### src/rtl/i2c_arb_pkg.sv
// Shared types and defaults for the I2C master arbiter.
// No logic; constants and typedefs only.
// No flow control of its own.
package i2c_arb_pkg;

   localparam int ADDR_WIDTH_DEF     = 7;
   localparam int DATA_WIDTH_DEF     = 8;
   localparam int TIMEOUT_CYCLES_DEF = 4096;

   typedef enum logic [1:0] {
      IDLE      = 2'd0,
      ISSUE     = 2'd1,
      WAIT_DONE = 2'd2,
      RESP      = 2'd3
   } arb_state_e;

   // Plain-vector aliases so state registers stay legacy-tool friendly
   localparam logic [1:0] ST_IDLE      = IDLE;
   localparam logic [1:0] ST_ISSUE     = ISSUE;
   localparam logic [1:0] ST_WAIT_DONE = WAIT_DONE;
   localparam logic [1:0] ST_RESP      = RESP;

   // Command as seen by the master at the default widths
   typedef struct packed {
      logic                      rw;
      logic [ADDR_WIDTH_DEF-1:0] addr;
      logic [DATA_WIDTH_DEF-1:0] wdata;
   } i2c_cmd_t;

endpackage

### src/rtl/i2c_master_arbiter_rr_arbiter.sv
// Round-robin pick: first set request at or after ptr, wrapping modulo N.
// Latency: purely combinational.
// Backpressure: none; caller decides whether the grant is used.
module rr_arbiter #(
   parameter  int N  = 4,
   localparam int IW = (N > 1) ? $clog2(N) : 1
) (
   input  logic [N-1:0]  req,
   input  logic [IW-1:0] ptr,
   output logic [N-1:0]  gnt,
   output logic [IW-1:0] idx,
   output logic          any
);

   // Scan N slots starting at ptr; the first requester found wins
   always_comb begin
      int          c;
      logic [IW-1:0] c_idx;
      gnt   = '0;
      idx   = '0;
      any   = 1'b0;
      c     = 0;
      c_idx = '0;
      for (int i = 0; i < N; i++) begin
         c     = (int'(ptr) + i) % N;
         c_idx = IW'(c);
         if (!any && req[c_idx]) begin
            gnt[c_idx] = 1'b1;
            idx        = c_idx;
            any        = 1'b1;
         end
      end
   end

endmodule

### src/rtl/i2c_master_arbiter.sv
// Shares one I2C master command port between NUM_REQ requesters, round-robin.
// Latency: accept at T, m_enable from T+1, rsp_valid one cycle after m_ready returns (or timeout).
// Backpressure: req_ready only pulses in IDLE with m_ready high; one command in flight at a time.
module i2c_master_arbiter
   import i2c_arb_pkg::*;
#(
   parameter  int NUM_REQ        = 4,
   parameter  int ADDR_WIDTH     = ADDR_WIDTH_DEF,
   parameter  int DATA_WIDTH     = DATA_WIDTH_DEF,
   parameter  int TIMEOUT_CYCLES = TIMEOUT_CYCLES_DEF,
   localparam int IW             = $clog2(NUM_REQ)
) (
   input  logic                          clk,
   input  logic                          rst,
   input  logic [NUM_REQ-1:0]            req_valid,
   output logic [NUM_REQ-1:0]            req_ready,
   input  logic [NUM_REQ-1:0]            req_rw,
   input  logic [NUM_REQ*ADDR_WIDTH-1:0] req_addr,
   input  logic [NUM_REQ*DATA_WIDTH-1:0] req_wdata,
   output logic [NUM_REQ-1:0]            rsp_valid,
   output logic [DATA_WIDTH-1:0]         rsp_rdata,
   output logic                          rsp_timeout,
   output logic                          m_enable,
   output logic                          m_rw,
   output logic [ADDR_WIDTH-1:0]         m_address,
   output logic [DATA_WIDTH-1:0]         m_data_in,
   input  logic                          m_ready,
   input  logic [DATA_WIDTH-1:0]         m_data_out,
   output logic                          busy,
   output logic [IW-1:0]                 owner
);

   localparam int            CW      = $clog2(TIMEOUT_CYCLES);
   localparam logic [CW-1:0] TO_LAST = CW'(TIMEOUT_CYCLES - 1);

   typedef struct packed {
      logic                  rw;
      logic [ADDR_WIDTH-1:0] addr;
      logic [DATA_WIDTH-1:0] wdata;
   } cmd_t;

   logic [1:0]            state_q, state_d;
   logic [IW-1:0]         ptr_q, ptr_d;
   logic [IW-1:0]         owner_q, owner_d;
   cmd_t                  cmd_q, cmd_d;
   logic [CW-1:0]         cnt_q, cnt_d;
   logic [DATA_WIDTH-1:0] rdata_q, rdata_d;
   logic                  tmo_q, tmo_d;

   logic [NUM_REQ-1:0]    gnt;
   logic [IW-1:0]         gidx;
   logic                  gany;

   rr_arbiter #(.N(NUM_REQ)) u_rr (
      .req (req_valid),
      .ptr (ptr_q),
      .gnt (gnt),
      .idx (gidx),
      .any (gany)
   );

   // Transaction sequencer: grant, drive the master, wait, respond
   always_comb begin
      state_d   = state_q;
      ptr_d     = ptr_q;
      owner_d   = owner_q;
      cmd_d     = cmd_q;
      cnt_d     = cnt_q;
      rdata_d   = rdata_q;
      tmo_d     = tmo_q;
      req_ready = '0;
      case (state_q)
         ST_IDLE: begin
            cnt_d = '0;
            // A master that is not ready must not see a new command
            if (m_ready && gany && !rst) begin
               req_ready   = gnt;
               owner_d     = gidx;
               cmd_d.rw    = req_rw[gidx];
               cmd_d.addr  = req_addr[gidx*ADDR_WIDTH +: ADDR_WIDTH];
               cmd_d.wdata = req_wdata[gidx*DATA_WIDTH +: DATA_WIDTH];
               tmo_d       = 1'b0;
               state_d     = ST_ISSUE;
            end
         end
         ST_ISSUE: begin
            // Master has not picked up the command within the budget
            if (cnt_q == TO_LAST) begin
               tmo_d   = 1'b1;
               rdata_d = '0;
               state_d = ST_RESP;
            end else begin
               cnt_d = cnt_q + 1'b1;
               if (!m_ready) state_d = ST_WAIT_DONE;
            end
         end
         ST_WAIT_DONE: begin
            // Completion on the last budget cycle still counts as success
            if (m_ready) begin
               tmo_d   = 1'b0;
               rdata_d = cmd_q.rw ? m_data_out : '0;
               state_d = ST_RESP;
            end else if (cnt_q == TO_LAST) begin
               tmo_d   = 1'b1;
               rdata_d = '0;
               state_d = ST_RESP;
            end else begin
               cnt_d = cnt_q + 1'b1;
            end
         end
         ST_RESP: begin
            ptr_d   = (owner_q == IW'(NUM_REQ - 1)) ? '0 : owner_q + 1'b1;
            state_d = ST_IDLE;
         end
         default: state_d = ST_IDLE;
      endcase
   end

   // State registers; reset abandons any transaction without a response
   always_ff @(posedge clk) begin
      if (rst) begin
         state_q <= ST_IDLE;
         ptr_q   <= '0;
         owner_q <= '0;
         cmd_q   <= '0;
         cnt_q   <= '0;
         rdata_q <= '0;
         tmo_q   <= 1'b0;
      end else begin
         state_q <= state_d;
         ptr_q   <= ptr_d;
         owner_q <= owner_d;
         cmd_q   <= cmd_d;
         cnt_q   <= cnt_d;
         rdata_q <= rdata_d;
         tmo_q   <= tmo_d;
      end
   end

   assign busy        = (state_q != ST_IDLE);
   assign owner       = owner_q;
   assign m_enable    = (state_q == ST_ISSUE);
   assign m_rw        = cmd_q.rw;
   assign m_address   = cmd_q.addr;
   assign m_data_in   = cmd_q.wdata;
   assign rsp_valid   = (state_q == ST_RESP) ? (NUM_REQ'(1) << owner_q) : '0;
   assign rsp_rdata   = (state_q == ST_RESP) ? rdata_q : '0;
   assign rsp_timeout = (state_q == ST_RESP) && tmo_q;

endmodule

### config.mk
export PLATFORM = sky130hd
export DESIGN_NAME = i2c_master_arbiter
export DESIGN_NICKNAME = d
export VERILOG_FILES = /design/src/rtl/i2c_arb_pkg.sv /design/src/rtl/i2c_master_arbiter_rr_arbiter.sv /design/src/rtl/i2c_master_arbiter.sv
export SDC_FILE = /design/constraint.sdc
export NUM_CORES = 1
export LEC_CHECK = 0
export ABC_AREA = 1
export CELL_PAD_IN_SITES_DETAIL_PLACEMENT = 1
export CELL_PAD_IN_SITES_GLOBAL_PLACEMENT = 1
export CORE_MARGIN = 2
export CORE_UTILIZATION = 25
export DETAILED_ROUTE_END_ITERATION = 12
export HOLD_SLACK_MARGIN = 0.1
export PLACE_DENSITY_LB_ADDON = 0.12
export SLEW_MARGIN = 20
export SYNTH_ARGS = -nofsm -noshare
export SYNTH_HDL_FRONTEND = slang
export SYNTH_HIERARCHICAL = 1
export SYNTH_SLANG_ARGS = --single-unit
### constraint.sdc
create_clock -name clk -period 2.8 [get_ports clk]
set_input_delay 0.56 -clock clk [delete_from_list [all_inputs] [get_ports clk]]
set_output_delay 0.56 -clock clk [all_outputs]
set_load 0.02 [all_outputs]
==> run_results.csv <==
group,metric,value,unit
run_status,status,"finished, final reports clean",
sta,setup_tns,0,ns
setup_path,required,2.24,ns
sta,max_freq,375,MHz
synth,synth-compound-area-share,18.2,%
finish,postLayoutCoreUtil,39.0,%
pwr,ir_drop,190,uV
clock_network,clk_pin_slew,0.06,ns
sta,maxSlewViolCount,0,
synth,synth_top_family_by_area,"simple AND/OR/NAND/NOR gates",
placement,hpwl,8290,um
finish,drive_gt1_share,11.8,%
synth,post-synth-top-area-cell,"dfxtp_1",
setup_path,path_max_fanout,5,
global_route,antenna_found_initial,0,
sta,period_needed,2.67,ns
global_route,grt_overflow,0,
clock_network,cts_buffer_depth,2,
finish,final_common_cell,"clkdlybuf4s50_1",
floorplanning,dieArea,13000,um^2
drt,drc,0,
placement,portBuffers,115,
pwr,powerDensity,585,nW/um^2
synth,avgSynthCellArea,6.28,um^2
sta,hold_viol_final,0,
placement,place.gp.congestion,0.819,
sta,fin_worst_skew,0.00668,ns
finish,diodes,0,
synth,synthSimpleGateAreaFrac,37.1,%
floorplanning,die_x,114,um
drt,detail-route-antenna-nets,0,
clock_network,clk_latency,0.29,ns
sta,tightest_slew,0.584,ns
floorplanning,pin_count,116,
clock_network,cts_made_buffers,5,
placement,post-place-ws,-0.338,ns
sta,relSlewSlack,60.9,%
global_route,grt_pass1_vias,3620,
setup_path,cp.arrival,2.11,ns
finish,final_cell_mix,"clkdlybuf4s50_1 (111), nor2_1 (97), nand2_1 (84)",
drt,vias,3549,
job,drv_cap,0,
synth,synth_nets,575,
drt,wirelength,10400,um
drt,wl_per_cell,13.8,um
synth,yosysSeqAreaShare,28.5,%
synth,ys_ff_latch,43,
synth,yosys_warnings,6,
synth,synth_xor_area_share,0.868,%
finish,layoutNonFillerInstCount,759,
clock_network,cts-root-buf,"clkbuf_16",
global_route,grtUsageTotal,16.4,%
pwr,fin_total_pwr,2.72,mW
placement,placed_area,4470,um^2
setup_path,endpoint_kind,"primary output",
placement,place_inst,749,
clock_network,cts_tree,"yes",
setup_path,setup.worst_path.start_class,"input pin",
floorplanning,fp.coreArea,11900,um^2
synth,syn-cell-area,3030,um^2
sta,setup_viol,0,
synth,synth.top_cells.by_area,"dfxtp_1 (28%), nor2_1 (12%), nand2_1 (10%)",
sta,rsz0062_at_grt,"yes",
synth,synth.area.mux_share,0,%
finish,design_area,4650,um^2
finish,area_growth,53.6,%
clock_network,cts.sinks,43,
synth,syn_inst,482,
synth,ys_types,27,
sta,min_period_over_period,95.2,%
clock_network,htreeDepth,2,
floorplanning,die_y,114,um
synth,yosys.area_share.adder,5.79,%
finish,nNetsFinal,704,
setup_path,critPathKind,"input pin to primary output",
sta,fin_hold_ws,0.461,ns
global_route,grt_pass1_wl,17400,um
pwr,total_leakage_power,1.96,nW
sta,setup_ws,0.135,ns
floorplanning,num_rows,40,
drt,viasPerCell,4.68,
drt,firstDrtPassIters,4,
floorplanning,start_util,25.4,%
global_route,grt_max_degree,37,
synth,yosysTopAreaCellShare,28.5,%
hold_path,min_path_type,"register to register",
drt,drt-initial-drc-count,88,
finish,nFillCells,1527,
==> final timing paths <==
check                           from                   endpoint  slack [ns]  cells after the start
max                     req_valid[3]               req_ready[1]        0.13                     11
min          rdata_q[4]$_SDFFE_PP0P_    rdata_q[4]$_SDFFE_PP0P_        0.46                      2
max reg2reg    ptr_q[0]$_SDFFE_PP0P_  m_data_in[7]$_SDFFE_PP0P_        0.29                     14
min reg2reg  rdata_q[4]$_SDFFE_PP0P_    rdata_q[4]$_SDFFE_PP0P_        0.46                      2
==> flip-flops by register name, summed over array words and instances, names as in the netlist <==
signal,cells
ptr_q,2
m_data_in,8
tmo_q,1
rdata_q,8
owner,2
cnt_q,12
state_q,2
m_rw,1
m_address,7
==> synthesized netlist by cell type <==
cell / instances
xor2_1: 3
buf_6: 2
inv_4: 1
nand4_4: 1
nor2_2: 2
a21boi_0: 4
clkbuf_2: 1
nand4_1: 11
nand3_1: 28
nor2_1: 97
o21ai_0: 53
ha_1: 14
buf_2: 7
inv_1: 44
nor2_4: 5
dfxtp_1: 43
nand3_2: 3
nor3_1: 4
a31oi_1: 17
inv_2: 6
nand2_4: 1
nand2_2: 11
nand2_1: 84
o21ai_1: 4
a21oi_1: 26
clkbuf_1: 9
nor3b_2: 1
==> where the power goes <==
| group | internal (mW) | switching [mW] | total (mW) |
|---|---|---|---|
| Clock | 0.421 | 0.255 | 0.676 |
| Combinational | 0.539 | 0.757 | 1.30 |
| Sequential | 0.687 | 0.0589 | 0.746 |
| Total | 1.65 | 1.07 | 2.72 |
==> what timing repair did <==
action                     4_1_cts  5_1_grt
resized for setup               13       12
hold endpoints to repair         0        0
setup endpoints to repair        4        4
setup buffers                    1        0
pin swaps                        1        1
hold buffers                     0        0
gates cloned                     1        0
==> logic make-up after synthesis <==
kind of cell	count (synthesis)
DFF	43
AOI/OAI and AO/OA	104
and+or+nand+nor	248
buffers and inverters	70
adders and majority gates	14
xor gates and xnor gates	3
==> final cells by class <==
cell class | count | area (um^2) | share of cell area [%]
inverter | 51 | 194 | 4.17
clock inverter | 3 | 43.8 | 0.942
timing repair buffer | 140 | 1350 | 29.1
clock buffer | 5 | 125 | 2.69
sequential | 43 | 861 | 18.5
multi-input combinational | 370 | 1890 | 40.6
tap | 147 | 184 | 3.96
==> metal layers <==
metal | global-route usage (%) | wire (um)
met1 | 19.0 | 4520
met2 | 28.6 | 4920
met3 | 5.90 | 829
met4 | 4.72 | 170
met5 | 0 | 0
==> critical path: stages <==
cell	delay, ns
clkdlybuf4s50_1	0.49
inv_1	0.05
nand2_1	0.09
nand3_2	0.11
buf_4	0.17
a21boi_0	0.17
a21oi_1	0.06
nand3_1	0.11
nand2_1	0.06
nor2_1	0.08
buf_4	0.15
(Power assumes the default switching activity.)
==> variant (same flow settings) <==
Change the parameter `NUM_REQ` from 4 to 8.
--- a/src/rtl/i2c_master_arbiter.sv
+++ b/src/rtl/i2c_master_arbiter.sv
@@ -4,7 +4,7 @@
 module i2c_master_arbiter
    import i2c_arb_pkg::*;
 #(
-   parameter  int NUM_REQ        = 4,
+   parameter  int NUM_REQ        = 8,
    parameter  int ADDR_WIDTH     = ADDR_WIDTH_DEF,
    parameter  int DATA_WIDTH     = DATA_WIDTH_DEF,
    parameter  int TIMEOUT_CYCLES = TIMEOUT_CYCLES_DEF,
Ports: changed (7 resized); port bits go from 116 to 193. No check against the original RTL was run, so the function may have changed too.
==> variant against the unedited design <==
The flow now finishes with violations (setup timing); via count grew 91%; clock power shrank 12%; total power grew 110%; area after synthesis grew 65%; global-route usage grew 4.5 points; combinational power grew to 3.3 times the old value; synthesized cell count grew 87%; setup slack lost 0.51 ns; critical path depth grew 7; die area grew 62%; design area grew 90%; wire length grew 120%; sequential cell count grew 2; highest routed layer unchanged.
==> variant: results (changes against the unedited design) <==
[global_route]
grt_pass1_vias=7085  ; +96%
antenna_found_initial=0  ; unchanged
grt_start_max_net_pins=27  ; -27%
grt_pass1_wl_mm=36.2  ; +110%
grt_usage=0.209  ; +0.0450

[critical_path]
r2r-end=m_data_in[3]
cpMaxStageDelayCell=dfxtp_4
crit_fanout=7  ; +2
reg2reg_depth=23  ; +9
slowest_delay_ns=0.37  ; -0.12 ns
crit_family=simple AND/OR/NAND/NOR gates
rrSetupSlack_ns=-0.30  ; -0.59 ns
worstPathArrival_ns=2.61  ; +0.50 ns

[yosys]
synth_xor_area_frac=0.00727  ; -0.00142
synthTopCellsByArea=dfxtp_1 (18%), nand2_1 (15%), nor2_1 (12%)
synth_fa_ha_area_frac=0.0426  ; -0.0153

[sta]
fin_ws_ns=-0.374  ; -0.509 ns
slew_headroom=0.629  ; +0.0205
timing.hold.ws_ns=0.464  ; +0.00280 ns
setup_viol=25  ; +25
fin_skew_ns=0.00655  ; -0.000130 ns

[layout]
nets=1329  ; +89%
fill_cells=2531  ; +66%
ff_latch_area_sq_um=906  ; +5.2%

[placed_design]
dpl_cell_area_sq_um=7880  ; +76%
port-buffer-count=192  ; +67%
dpl.hpwl_mm=18.0  ; +120%
gp_congestion=0.856  ; +4.5%

[run_status]
violations=setup timing
status=finished, violations left

[power]
peakVddDrop_uv=336  ; +77%

[detailed_routing]
finalWirelength_mm=23.2  ; +120%
vias=6795  ; +91%

[worst_hold_path]
whs_endpoint=rdata_q[6]
holdCritStartpoint=rdata_q[6]

-- variant: cell types whose count changed in the layout (fill, tap and decap cells not counted), sizes merged, moves of 16 or more --
cell           unedited run  this run
nand3                    31       118
inv                      51        97
nor2                    105       170
nor3                      4        29
o21ai                    57        90
o22ai                     0        16
buf                      29       124
clkdlybuf4s50           111       176
nand2                    96       212
-- variant: logic make-up after synthesis --
kind of cell / after synthesis
XOR/XNOR: 2
adder cells (fa/ha/maj): 17
buffers and inverters: 152
flip-flops: 45
AND/OR/NAND/NOR: 551
AO/OA/AOI/OAI: 132
-- variant: tightest hold or removal path, stage by stage, from the launching register on --
cell	delay, ns
dfxtp_1	0.31
nand2_1	0.06
a21oi_1	0.05
-- variant: what timing repair did --
action | 4_1_cts | 5_1_grt
setup buffers | 16 | 11
resized for setup | 137 | 53
endpoints found under the setup margin | 27 | 28
gates cloned | 3 | 3
pin swaps | 24 | 24
-- variant: layout make-up --
type,count,share of cell area
timing repair buffer,311,0.359
sequential,45,0.103
clock buffer,7,0.0162
inverter,100,0.0472
multi-input combinational,702,0.437
tap,265,0.0376
-- variant: how the worst max path moves through the flow --
stage	end	cells past startpoint	slack [ns]	startpoint
floorplan	req_ready[0]	18	-0.28	ptr_q[0]
global placement	req_ready[4]	13	-0.89	req_valid[7]
detailed placement	req_ready[0]	13	-0.91	req_valid[7]
CTS	req_ready[2]	17	-0.31	ptr_q[0]
global route	req_ready[0]	18	-0.53	ptr_q[0]
finish	req_ready[2]	18	-0.37	ptr_q[0]
-- variant: metrics by stage --
step           total power [uW]  instances  utilization  worst slack (ns)  TNS, ns
2_1_floorplan              2960        899            -            -0.284    -2.95
3_3_place_gp               4400       1392        0.404            -0.891   -20.62
3_5_place_dp               4420       1392        0.404            -0.911   -21.24
4_1_cts                    5350       1418        0.434            -0.308    -6.38
5_1_grt                    6160       1430        0.452            -0.527   -10.87
6_report                   5720       1430        0.452            -0.374    -6.51
-- variant: metal layers --
layer  GRT usage  share of wire  routed length [um]  vias to the layer above
met3      0.0431          0.047                1080                       24
met5           0              0                   0                        -
met4      0.0456          0.019                 448                        0
li1            -              -                   -                     3451
met2       0.401           0.53               12300                      119
met1       0.237           0.40                9390                     3201
-- variant: report_power, final --
| group | switching [uW] | internal, uW | total (uW) |
|---|---|---|---|
| registers | 69.0 | 727 | 796 |
| logic | 2350 | 1980 | 4320 |
| clock network | 247 | 351 | 598 |
